<file path="src/rtl/semafor_pkg.sv">
// Shared phase codes, lamp encodings and timing defaults for the intersection scheduler.
package semafor_pkg;

    typedef enum logic [2:0] {
        PH_G_NS  = 3'd0,
        PH_Y_NS  = 3'd1,
        PH_AR_NS = 3'd2,
        PH_G_EW  = 3'd3,
        PH_Y_EW  = 3'd4,
        PH_AR_EW = 3'd5,
        PH_FLASH = 3'd6,
        PH_BAD   = 3'd7
    } phase_t;

    // Lamp vectors are one-hot {red, yellow, green}.
    localparam logic [2:0] LAMP_RED    = 3'b100;
    localparam logic [2:0] LAMP_YELLOW = 3'b010;
    localparam logic [2:0] LAMP_GREEN  = 3'b001;
    localparam logic [2:0] LAMP_OFF    = 3'b000;

    localparam int GREEN_MIN_DEF = 5;
    localparam int GREEN_MAX_DEF = 20;
    localparam int YELLOW_T_DEF  = 2;
    localparam int ALLRED_T_DEF  = 1;
    localparam int WALK_T_DEF    = 4;

    localparam logic [7:0] TIMER_SAT = 8'hFF;

    // Lamp for one approach in a given phase; blink_off blanks the flashing yellow.
    function automatic logic [2:0] lamp_for(input phase_t ph, input logic is_ew,
                                            input logic blink_off);
        logic [2:0] l;
        l = LAMP_RED;
        case (ph)
            PH_G_NS:  l = is_ew ? LAMP_RED    : LAMP_GREEN;
            PH_Y_NS:  l = is_ew ? LAMP_RED    : LAMP_YELLOW;
            PH_G_EW:  l = is_ew ? LAMP_GREEN  : LAMP_RED;
            PH_Y_EW:  l = is_ew ? LAMP_YELLOW : LAMP_RED;
            PH_FLASH: l = blink_off ? LAMP_OFF : LAMP_YELLOW;
            default:  l = LAMP_RED;
        endcase
        return l;
    endfunction

endpackage

</file>
<file path="src/rtl/ped_req_latch.sv">
// One approach's pedestrian request latch and walk-lamp timer.
module ped_req_latch
    import semafor_pkg::*;
#(
    parameter int WALK_T = WALK_T_DEF
) (
    input  logic       slow_clk,
    input  logic       rst,
    input  logic       i_req_n,
    input  logic       i_in_green,
    input  logic       i_next_green,
    input  logic [7:0] i_timer_next,
    output logic       o_pend,
    output logic       o_walk
);

    localparam logic [7:0] L_WALK_END = 8'(WALK_T);

    logic r_pend;
    logic r_walk;
    logic w_enter;
    logic w_pend_next;
    logic w_walk_next;

    assign w_enter = i_next_green && !i_in_green;

    always_comb begin
        w_pend_next = r_pend;
        w_walk_next = 1'b0;
        if (w_enter) begin
            // A press in the very cycle of entry is served without ever pending.
            w_pend_next = 1'b0;
            w_walk_next = r_pend | ~i_req_n;
        end else begin
            if (!i_req_n && !i_in_green) begin
                w_pend_next = 1'b1;
            end
            if (i_next_green && r_walk && (i_timer_next != L_WALK_END)) begin
                w_walk_next = 1'b1;
            end
        end
    end

    always_ff @(posedge slow_clk or negedge rst) begin
        if (!rst) begin
            r_pend <= 1'b0;
            r_walk <= 1'b0;
        end else begin
            r_pend <= w_pend_next;
            r_walk <= w_walk_next;
        end
    end

    assign o_pend = r_pend;
    assign o_walk = r_walk;

endmodule

</file>
<file path="src/rtl/intersection_scheduler.sv">
// Two-way intersection phase sequencer with demand-driven greens, pedestrian walk and maintenance flash.
module intersection_scheduler
    import semafor_pkg::*;
#(
    parameter int GREEN_MIN = GREEN_MIN_DEF,
    parameter int GREEN_MAX = GREEN_MAX_DEF,
    parameter int YELLOW_T  = YELLOW_T_DEF,
    parameter int ALLRED_T  = ALLRED_T_DEF,
    parameter int WALK_T    = WALK_T_DEF
) (
    input  logic       slow_clk,
    input  logic       rst,
    input  logic [1:0] ped_req_n,
    input  logic [1:0] car_sense,
    input  logic       force_flash,
    output logic [2:0] lamp_ns,
    output logic [2:0] lamp_ew,
    output logic [1:0] walk,
    output logic [1:0] ped_pend,
    output logic [2:0] phase,
    output logic [7:0] phase_timer
);

    localparam logic [7:0] L_GMIN_LAST = 8'(GREEN_MIN - 1);
    localparam logic [7:0] L_GMAX_LAST = 8'(GREEN_MAX - 1);
    localparam logic [7:0] L_Y_LAST    = 8'(YELLOW_T - 1);
    localparam logic [7:0] L_AR_LAST   = 8'(ALLRED_T - 1);

    phase_t     r_phase;
    phase_t     w_phase_next;
    logic [7:0] r_timer;
    logic [7:0] w_timer_next;
    logic [2:0] r_lamp_ns;
    logic [2:0] r_lamp_ew;
    logic [1:0] w_demand;
    logic [1:0] w_pend;
    logic [1:0] w_walk;
    logic [1:0] w_in_green;
    logic [1:0] w_next_green;
    logic       w_exit_ns;
    logic       w_exit_ew;

    assign w_demand = car_sense | w_pend;

    // Early exit needs the own approach empty; the max-green cap only needs opposing demand.
    assign w_exit_ns = w_demand[1] &&
                       (((r_timer >= L_GMIN_LAST) && !car_sense[0]) || (r_timer == L_GMAX_LAST));
    assign w_exit_ew = w_demand[0] &&
                       (((r_timer >= L_GMIN_LAST) && !car_sense[1]) || (r_timer == L_GMAX_LAST));

    always_comb begin
        w_phase_next = r_phase;
        case (r_phase)
            PH_G_NS:  if (w_exit_ns) w_phase_next = PH_Y_NS;
            PH_Y_NS:  if (r_timer == L_Y_LAST) w_phase_next = PH_AR_NS;
            PH_AR_NS: if (r_timer == L_AR_LAST) w_phase_next = force_flash ? PH_FLASH : PH_G_EW;
            PH_G_EW:  if (w_exit_ew) w_phase_next = PH_Y_EW;
            PH_Y_EW:  if (r_timer == L_Y_LAST) w_phase_next = PH_AR_EW;
            PH_AR_EW: if (r_timer == L_AR_LAST) w_phase_next = force_flash ? PH_FLASH : PH_G_NS;
            PH_FLASH: if (!force_flash) w_phase_next = PH_AR_EW;
            default:  w_phase_next = PH_AR_EW;
        endcase
    end

    always_comb begin
        w_timer_next = 8'd0;
        if (w_phase_next == r_phase) begin
            w_timer_next = (r_timer == TIMER_SAT) ? r_timer : r_timer + 8'd1;
        end
    end

    assign w_in_green[0]   = (r_phase == PH_G_NS);
    assign w_in_green[1]   = (r_phase == PH_G_EW);
    assign w_next_green[0] = (w_phase_next == PH_G_NS);
    assign w_next_green[1] = (w_phase_next == PH_G_EW);

    generate
        for (genvar gi = 0; gi < 2; gi++) begin : g_dir
            ped_req_latch #(.WALK_T(WALK_T)) u_latch (
                .slow_clk     (slow_clk),
                .rst          (rst),
                .i_req_n      (ped_req_n[gi]),
                .i_in_green   (w_in_green[gi]),
                .i_next_green (w_next_green[gi]),
                .i_timer_next (w_timer_next),
                .o_pend       (w_pend[gi]),
                .o_walk       (w_walk[gi])
            );
        end
    endgenerate

    always_ff @(posedge slow_clk or negedge rst) begin
        if (!rst) begin
            r_phase   <= PH_G_NS;
            r_timer   <= 8'd0;
            r_lamp_ns <= LAMP_GREEN;
            r_lamp_ew <= LAMP_RED;
        end else begin
            r_phase   <= w_phase_next;
            r_timer   <= w_timer_next;
            // Lamps are registered from next-state so they line up with phase and timer.
            r_lamp_ns <= lamp_for(w_phase_next, 1'b0, w_timer_next[0]);
            r_lamp_ew <= lamp_for(w_phase_next, 1'b1, w_timer_next[0]);
        end
    end

    assign lamp_ns     = r_lamp_ns;
    assign lamp_ew     = r_lamp_ew;
    assign walk        = w_walk;
    assign ped_pend    = w_pend;
    assign phase       = r_phase;
    assign phase_timer = r_timer;

endmodule

</file>
<file path="config.mk">
export PLATFORM = sky130hd
export DESIGN_NAME = intersection_scheduler
export DESIGN_NICKNAME = d
export VERILOG_FILES = /design/src/rtl/semafor_pkg.sv /design/src/rtl/ped_req_latch.sv /design/src/rtl/intersection_scheduler.sv
export SDC_FILE = /design/constraint.sdc
export NUM_CORES = 1
export LEC_CHECK = 0
export BUFFER_PORTS_ARGS = -buffer_cell sky130_fd_sc_hd__buf_2
export CORE_ASPECT_RATIO = 0.5
export CORE_MARGIN = 1.5
export CORE_UTILIZATION = 54
export DETAILED_ROUTE_END_ITERATION = 8
export GPL_ROUTABILITY_DRIVEN = 0
export PLACE_DENSITY_LB_ADDON = 0.05
export SLEW_MARGIN = 20
export SYNTH_ARGS = -nofsm -noshare
export SYNTH_HDL_FRONTEND = slang
export SYNTH_SLANG_ARGS = --single-unit
</file>
<file path="constraint.sdc">
create_clock -name slow_clk -period 3.6 [get_ports slow_clk]
set_input_delay 0.72 -clock slow_clk [delete_from_list [all_inputs] [get_ports slow_clk]]
set_output_delay 0.72 -clock slow_clk [all_outputs]
set_load 0.02 [all_outputs]
</file>
* Word-level counts from Yosys, hierarchy flattened
Cells that the tools add are included.
** Word-level totals
- Flip-flop bits (word level) :: 21
- Output and inout port bits :: 21
- Logic and storage cells :: 78
** Cells by class
- $add $sub $neg :: 1
- Order comparisons :: 1
- Equality and inequality tests :: 15
- Muxes and demuxes :: 23
- Bitwise operators :: 5
- Reduce and logical (&&, ||, !) cells :: 25
** Operators by type and width (number)
- 3-bit two-way mux :: 9
- 3-bit one-hot mux with 7 select lines :: 1
- 3-bit one-hot mux with 3 select lines :: 2
- 8-bit two-way mux :: 2
- 3-bit equality test (second input constant) :: 5
- 1-bit logical AND :: 12
- 3-bit by 2-bit equality test with 1-bit output (second input constant) :: 3
- 8-bit by 1-bit adder with 8-bit output (second input constant) :: 1
- 8-bit by 1-bit equality test with 1-bit output (second input constant) :: 1
- 8-bit by 5-bit equality test with 1-bit output (second input constant) :: 1
- 8-bit equality test (second input constant) :: 1
- 8-bit by 3-bit >= comparator with 1-bit output (second input constant) :: 1
- 8-bit zero test :: 1
- 1-bit two-way mux :: 8
- 8-bit by 3-bit != test with 1-bit output (second input constant) :: 1
- 3-bit by 1-bit equality test with 1-bit output (second input constant) :: 2
- 1-bit zero test :: 6
- 3-bit zero test :: 2
- 2-bit nonzero test :: 2
- 3-bit equality test :: 1
- 1-bit logical OR :: 2
- 2-bit two-way mux :: 1
- 1-bit NOT :: 2
- 1-bit bitwise OR :: 2
- 2-bit bitwise OR :: 1

* Logic depth before layout (Yosys ltp)
- Depth in word-level cells :: 12
- Depth in mapped cells :: 11

* By module
Synthesis repeated with hierarchy kept, for this count alone.
** Unflattened totals
- Cell total of the unflattened synthesis :: 150
- Area total of the unflattened synthesis :: 1351.3 um^2
** Modules (own cells, without submodules)
- intersection_scheduler :: instances 1, cells an instance 124, area each 1113.6 um^2, sequential area each 427.9 um^2
- ped_req_latch :: instances 2, cells an instance 13, area each 118.9 um^2, sequential area each 50.0 um^2

* Worst setup path before layout
Ideal clock, no wire load.
- Path type :: register to register
- From :: register r_timer[3] (netlist: phase_timer[3])
- To :: register r_timer[6] (netlist: phase_timer[6])
- Library setup time :: 0.087 ns
- Data arrival time :: 2.514 ns
- Required time :: 3.513 ns
- Setup slack :: 0.999 ns
- Cell stages (with the launch flop) :: 11
- Buffers on the path :: 3
- Clock period less this slack :: 2.601 ns
- Cells stage by stage :: dfrtp_1 buf_4 nor4_4 buf_6 nand2_1 a211o_1 o221ai_2 mux2_2 or2_1 buf_6 a211oi_2
** On the way
- Cells in the longest elaborated chain, start to end :: 8
- Elaborated cells between the ends (all ways) :: 22
** RTL lines
- from (decl) :: RTL line intersection_scheduler.sv:31 : logic [7:0] r_timer;
- from (signal assigned) :: RTL line intersection_scheduler.sv:100 : r_timer <= w_timer_next;
- 8-bit by 3-bit >= comparator with 1-bit output :: RTL line intersection_scheduler.sv:47, intersection_scheduler.sv:49
- 1-bit logical AND, on equally long branches :: RTL line intersection_scheduler.sv:49, intersection_scheduler.sv:47
- 1-bit logical OR, on equally long branches :: RTL line intersection_scheduler.sv:49, intersection_scheduler.sv:47
- 1-bit logical AND, on equally long branches :: RTL line intersection_scheduler.sv:48, intersection_scheduler.sv:46
- 3-bit two-way mux, on equally long branches :: RTL line intersection_scheduler.sv:57, intersection_scheduler.sv:54
- 3-bit one-hot mux with 7 select lines :: RTL line intersection_scheduler.sv:53 : case (r_phase)
- 3-bit equality test :: RTL line intersection_scheduler.sv:67 : if (w_phase_next == r_phase) begin
- 8-bit two-way mux * :: RTL line intersection_scheduler.sv:67
- via g_dir[0].u_latch.i_timer_next[6] :: RTL line ped_req_latch.sv:12 : input logic [7:0] i_timer_next,
Mark *: on every way through the listed nets, which the timed path passes. The rest lies on a longest branch.
A chain may end at the register's enable or synchronous reset.

* Worst setup path in the final report
- From :: register r_timer[2] (netlist: phase_timer[2])
- To :: register r_lamp_ew[1] (netlist: lamp_ew[1])
** On the way
- Cells in the longest elaborated chain, start to end :: 10
- Elaborated cells between the ends (all ways) :: 26
** RTL lines
- 8-bit by 3-bit >= comparator with 1-bit output :: RTL line intersection_scheduler.sv:47, intersection_scheduler.sv:49
- 1-bit logical AND, on equally long branches :: RTL line intersection_scheduler.sv:49, intersection_scheduler.sv:47
- 1-bit logical OR, on equally long branches :: RTL line intersection_scheduler.sv:49, intersection_scheduler.sv:47
- 1-bit logical AND, on equally long branches :: RTL line intersection_scheduler.sv:48, intersection_scheduler.sv:46
- 3-bit two-way mux, on equally long branches :: RTL line intersection_scheduler.sv:57, intersection_scheduler.sv:54
- 3-bit one-hot mux with 7 select lines :: RTL line intersection_scheduler.sv:53
- 3-bit equality test :: RTL line intersection_scheduler.sv:67
- 8-bit two-way mux * :: RTL line intersection_scheduler.sv:67
- via g_dir[0].u_latch.i_timer_next[0] :: RTL line ped_req_latch.sv:12
- 2-bit two-way mux * :: RTL line semafor_pkg.sv:39 : PH_FLASH: l = blink_off ? LAMP_OFF : LAMP_YELLOW;
- 3-bit one-hot mux with 3 select lines * :: RTL line semafor_pkg.sv:34 : case (ph)
- to (signal assigned) :: RTL line intersection_scheduler.sv:103 : r_lamp_ew <= lamp_for(w_phase_next, 1'b1, w_timer_next[0]);
- to (decl) :: RTL line intersection_scheduler.sv:34 : logic [2:0] r_lamp_ew;
Marks and branches as above.

==> results_dict.tcl <==
set metrics [dict create \
    row_count 12 \
    cap_viol_max_count 0 \
    clock-sinks 21 \
    max_slew.worst_pin.slew_ns 0.599 \
    post_drt_via_cell_ratio 5.65 \
    yosysUniqueCellTypes 53 \
    vias 1159 \
    peakVddDrop_mv 0.354 \
    hold_violations 0 \
    die_h_um 39.2 \
    grt_max_degree 22 \
    yosys_warnings 0 \
    overflow 0 \
    drc 0 \
    syn_inst 150 \
    cellLeakagePower_uw 0.000734 \
    setup_slack_ns 0.761 \
    synthFlopType "dfrtp_1" \
    cp.arrival_ns 2.97 \
    synth_edf_count 0 \
    path_clk_slew_ns 0.07 \
    synth-async-reset-ratio_pct 100 \
    area_delta_synth_final_pct 9.20 \
    synth_nets 160 \
    finalClockSkew_ns 0.00144 \
    cts_resized 0 \
    yosys-mux-area-fraction_pct 2.92 \
    tns_ns 0 \
    cts_setup_buffers 0 \
    max-clock-path-buffers 2 \
    nNetsFinal 181 \
    crit_chain "nor4_4 > nand2_1 > a211o_1 > o221ai_2 > mux2_2 > nor4b_2 > a21oi_1" \
    antenna_found_initial 0 \
    ctsRootBufferMaster "clkbuf_8" \
    cpMaxStageDelayCell "nor4_4" \
    antenna_left 0 \
    period_needed_ns 2.84 \
    finalWirelength_um 2980 \
    place_ws_ns 0.787 \
    syn_area_sq_um 1410 \
    critPathMaxFanout 11 \
    cts-buffers-inserted 3 \
    crit_type "flop to flop" \
    drive_above_1_share_pct 30.6 \
    synth_area_per_cell_sq_um 9.43 \
    ys_seq_elements 21 \
    coreArea_sq_um 2340 \
    slew_viol_final 0 \
    track_usage_pct 22.3 \
    crit_required_ns 3.73 \
    ctsHoldBuffers 0 \
    setup_viol 0 \
    synth-simple-area-share_pct 22.0 \
    drt_iter0_drc 121 \
    grt_pass1_wl_um 4680 \
    synth_top_family_by_area "compound AO/OA/AOI/OAI gates" \
    post-route-util_pct 65.9 \
    drtPass1Iterations 4 \
    io_buffers 27 \
    cp-end-kind "flop" \
    slowest_delay_ns 0.59 \
    cts_tree "built" \
    outcome "finished clean" \
    rsz0062_at_grt "false" \
    power_density_nw_per_um2 812 \
    cp-start-kind "flop" \
    start_util_pct 60.4 \
    slew_headroom_pct 59.7 \
    clock_latency_ns 0.26 \
    hold_class "input port to asynchronous set/reset pin" \
    yosysSeqAreaShare_pct 37.3 \
    dpl.hpwl_um 2240 \
    pin_count 28 \
    htreeDepth 1 \
    avgRoutedWirePerCell_um 14.5 \
    synth-compound-area-share_pct 22.1 \
    timing.fmax_mhz 352 \
    grt_pass1_vias 955 \
    synth_xor_area_share_pct 2.48 \
    dieArea_sq_um 2950 \
    finalCritPeriodShare_pct 78.9 \
    die_w_um 75.4 \
    synth-adder-area-share_pct 2.65 \
    n_antenna_cell 0 \
]
[cell usage in the layout, fill, tap and decap left out, types with 2 or more instances in the layout]
master / instances
a31oi_1: 2
and2b_2: 2
dfstp_2: 2
a211o_1: 2
nor2_1: 20
dfrtp_1: 19
a211oi_2: 2
buf_2: 27
nand3_1: 5
mux2i_1: 3
xor2_1: 4
and2_2: 2
a21boi_2: 2
ha_1: 3
o21ai_0: 5
clkbuf_8: 3
a21oi_1: 6
inv_1: 11
nand4_1: 4
nor3_1: 3
nand2_1: 10
a41oi_1: 2
[area by class of cell]
| type | instances | area (sq um) |
|---|---|---|
| clock buffers | 3 | 41.3 |
| inverters | 12 | 45.0 |
| multi-input cells | 105 | 738 |
| well taps | 35 | 43.8 |
| flip-flops and latches | 21 | 528 |
| repair buffers | 28 | 143 |
| clock inverters | 1 | 5.00 |
| fillers | 200 | 798 |
[worst paths after layout]
path / start / end / slack, ns / depth (start not counted)
max: phase_timer[2] / lamp_ew[1] / 0.76 / 7
min: rst / lamp_ew[1] / 0.40 / 1
max reg2reg: phase_timer[2] / lamp_ew[1] / 0.76 / 7
min reg2reg: g_dir[1].u_latch.o_pend / g_dir[1].u_latch.o_pend / 0.55 / 2
max in group asynchronous: rst / lamp_ns[0] / 2.87 / 1
min in group slow_clk: g_dir[1].u_latch.o_pend / g_dir[1].u_latch.o_pend / 0.55 / 2
[through the flow]
stage	area [sq um]	instances	hold WS, ns	total power (uW)
6_report	1540	205	0.397	1250
5_1_grt	1540	205	0.436	1350
4_1_cts	1540	205	0.413	1250
3_5_place_dp	1500	201	0.532	1090
3_3_place_gp	1500	201	0.530	1090
2_1_floorplan	1410	150	0.424	971
[where the power goes]
part | leakage (uW) | switching, uW | total, uW | internal, uW
clock network | 0.0000255 | 75.8 | 153 | 77.1
logic | 0.000443 | 451 | 712 | 261
registers | 0.000266 | 77.2 | 388 | 311
[cells in the mapped netlist (3+ instances only)]
cell / instances / area share, %
nor2_1: 20 / 5.3
dfrtp_1: 19 / 34
inv_1: 11 / 2.9
nand2_1: 10 / 2.7
a21oi_1: 6 / 2.1
buf_4: 6 / 3.2
nand3_1: 5 / 1.8
o21ai_0: 5 / 1.8
nand4_1: 4 / 1.8
xor2_1: 4 / 2.5
buf_6: 3 / 2.4
ha_1: 3 / 2.7
mux2i_1: 3 / 2.1
nor3_1: 3 / 1.1
[metal layers]
layer  GRT usage (%)  wire (um)  up-vias
met3            6.77        224        4
li1                -          -      576
met5               0          0        -
met4            6.25         24        0
met1            31.5       1480      531
met2            32.7       1240       48
[kinds of logic after synthesis]
| family | count (synthesis) |
|---|---|
| buffers and inverters | 24 |
| XOR/XNOR | 4 |
| adder cells (fa/ha/maj) | 3 |
| AO/OA/AOI/OAI | 38 |
| AND/OR/NAND/NOR | 56 |
| multiplexers | 4 |
| flip-flops | 21 |
[sequential cells by signal, summed over array words and instances (netlist names)]
| name | count |
|---|---|
| g_dir.u_latch.o_pend | 2 |
| g_dir.u_latch.o_walk | 2 |
| lamp_ew | 3 |
| lamp_ns | 3 |
| phase | 3 |
| phase_timer | 8 |
[worst max-delay path: cells and delay by family, from the launching register on]
family,cells,cell delay [ns]
and+or+nand+nor,3,1.09
DFF,1,0.48
muxes,1,0.41
AOI/OAI and AO/OA,3,0.73
No activity file was read; power rests on OpenSTA's default activity.
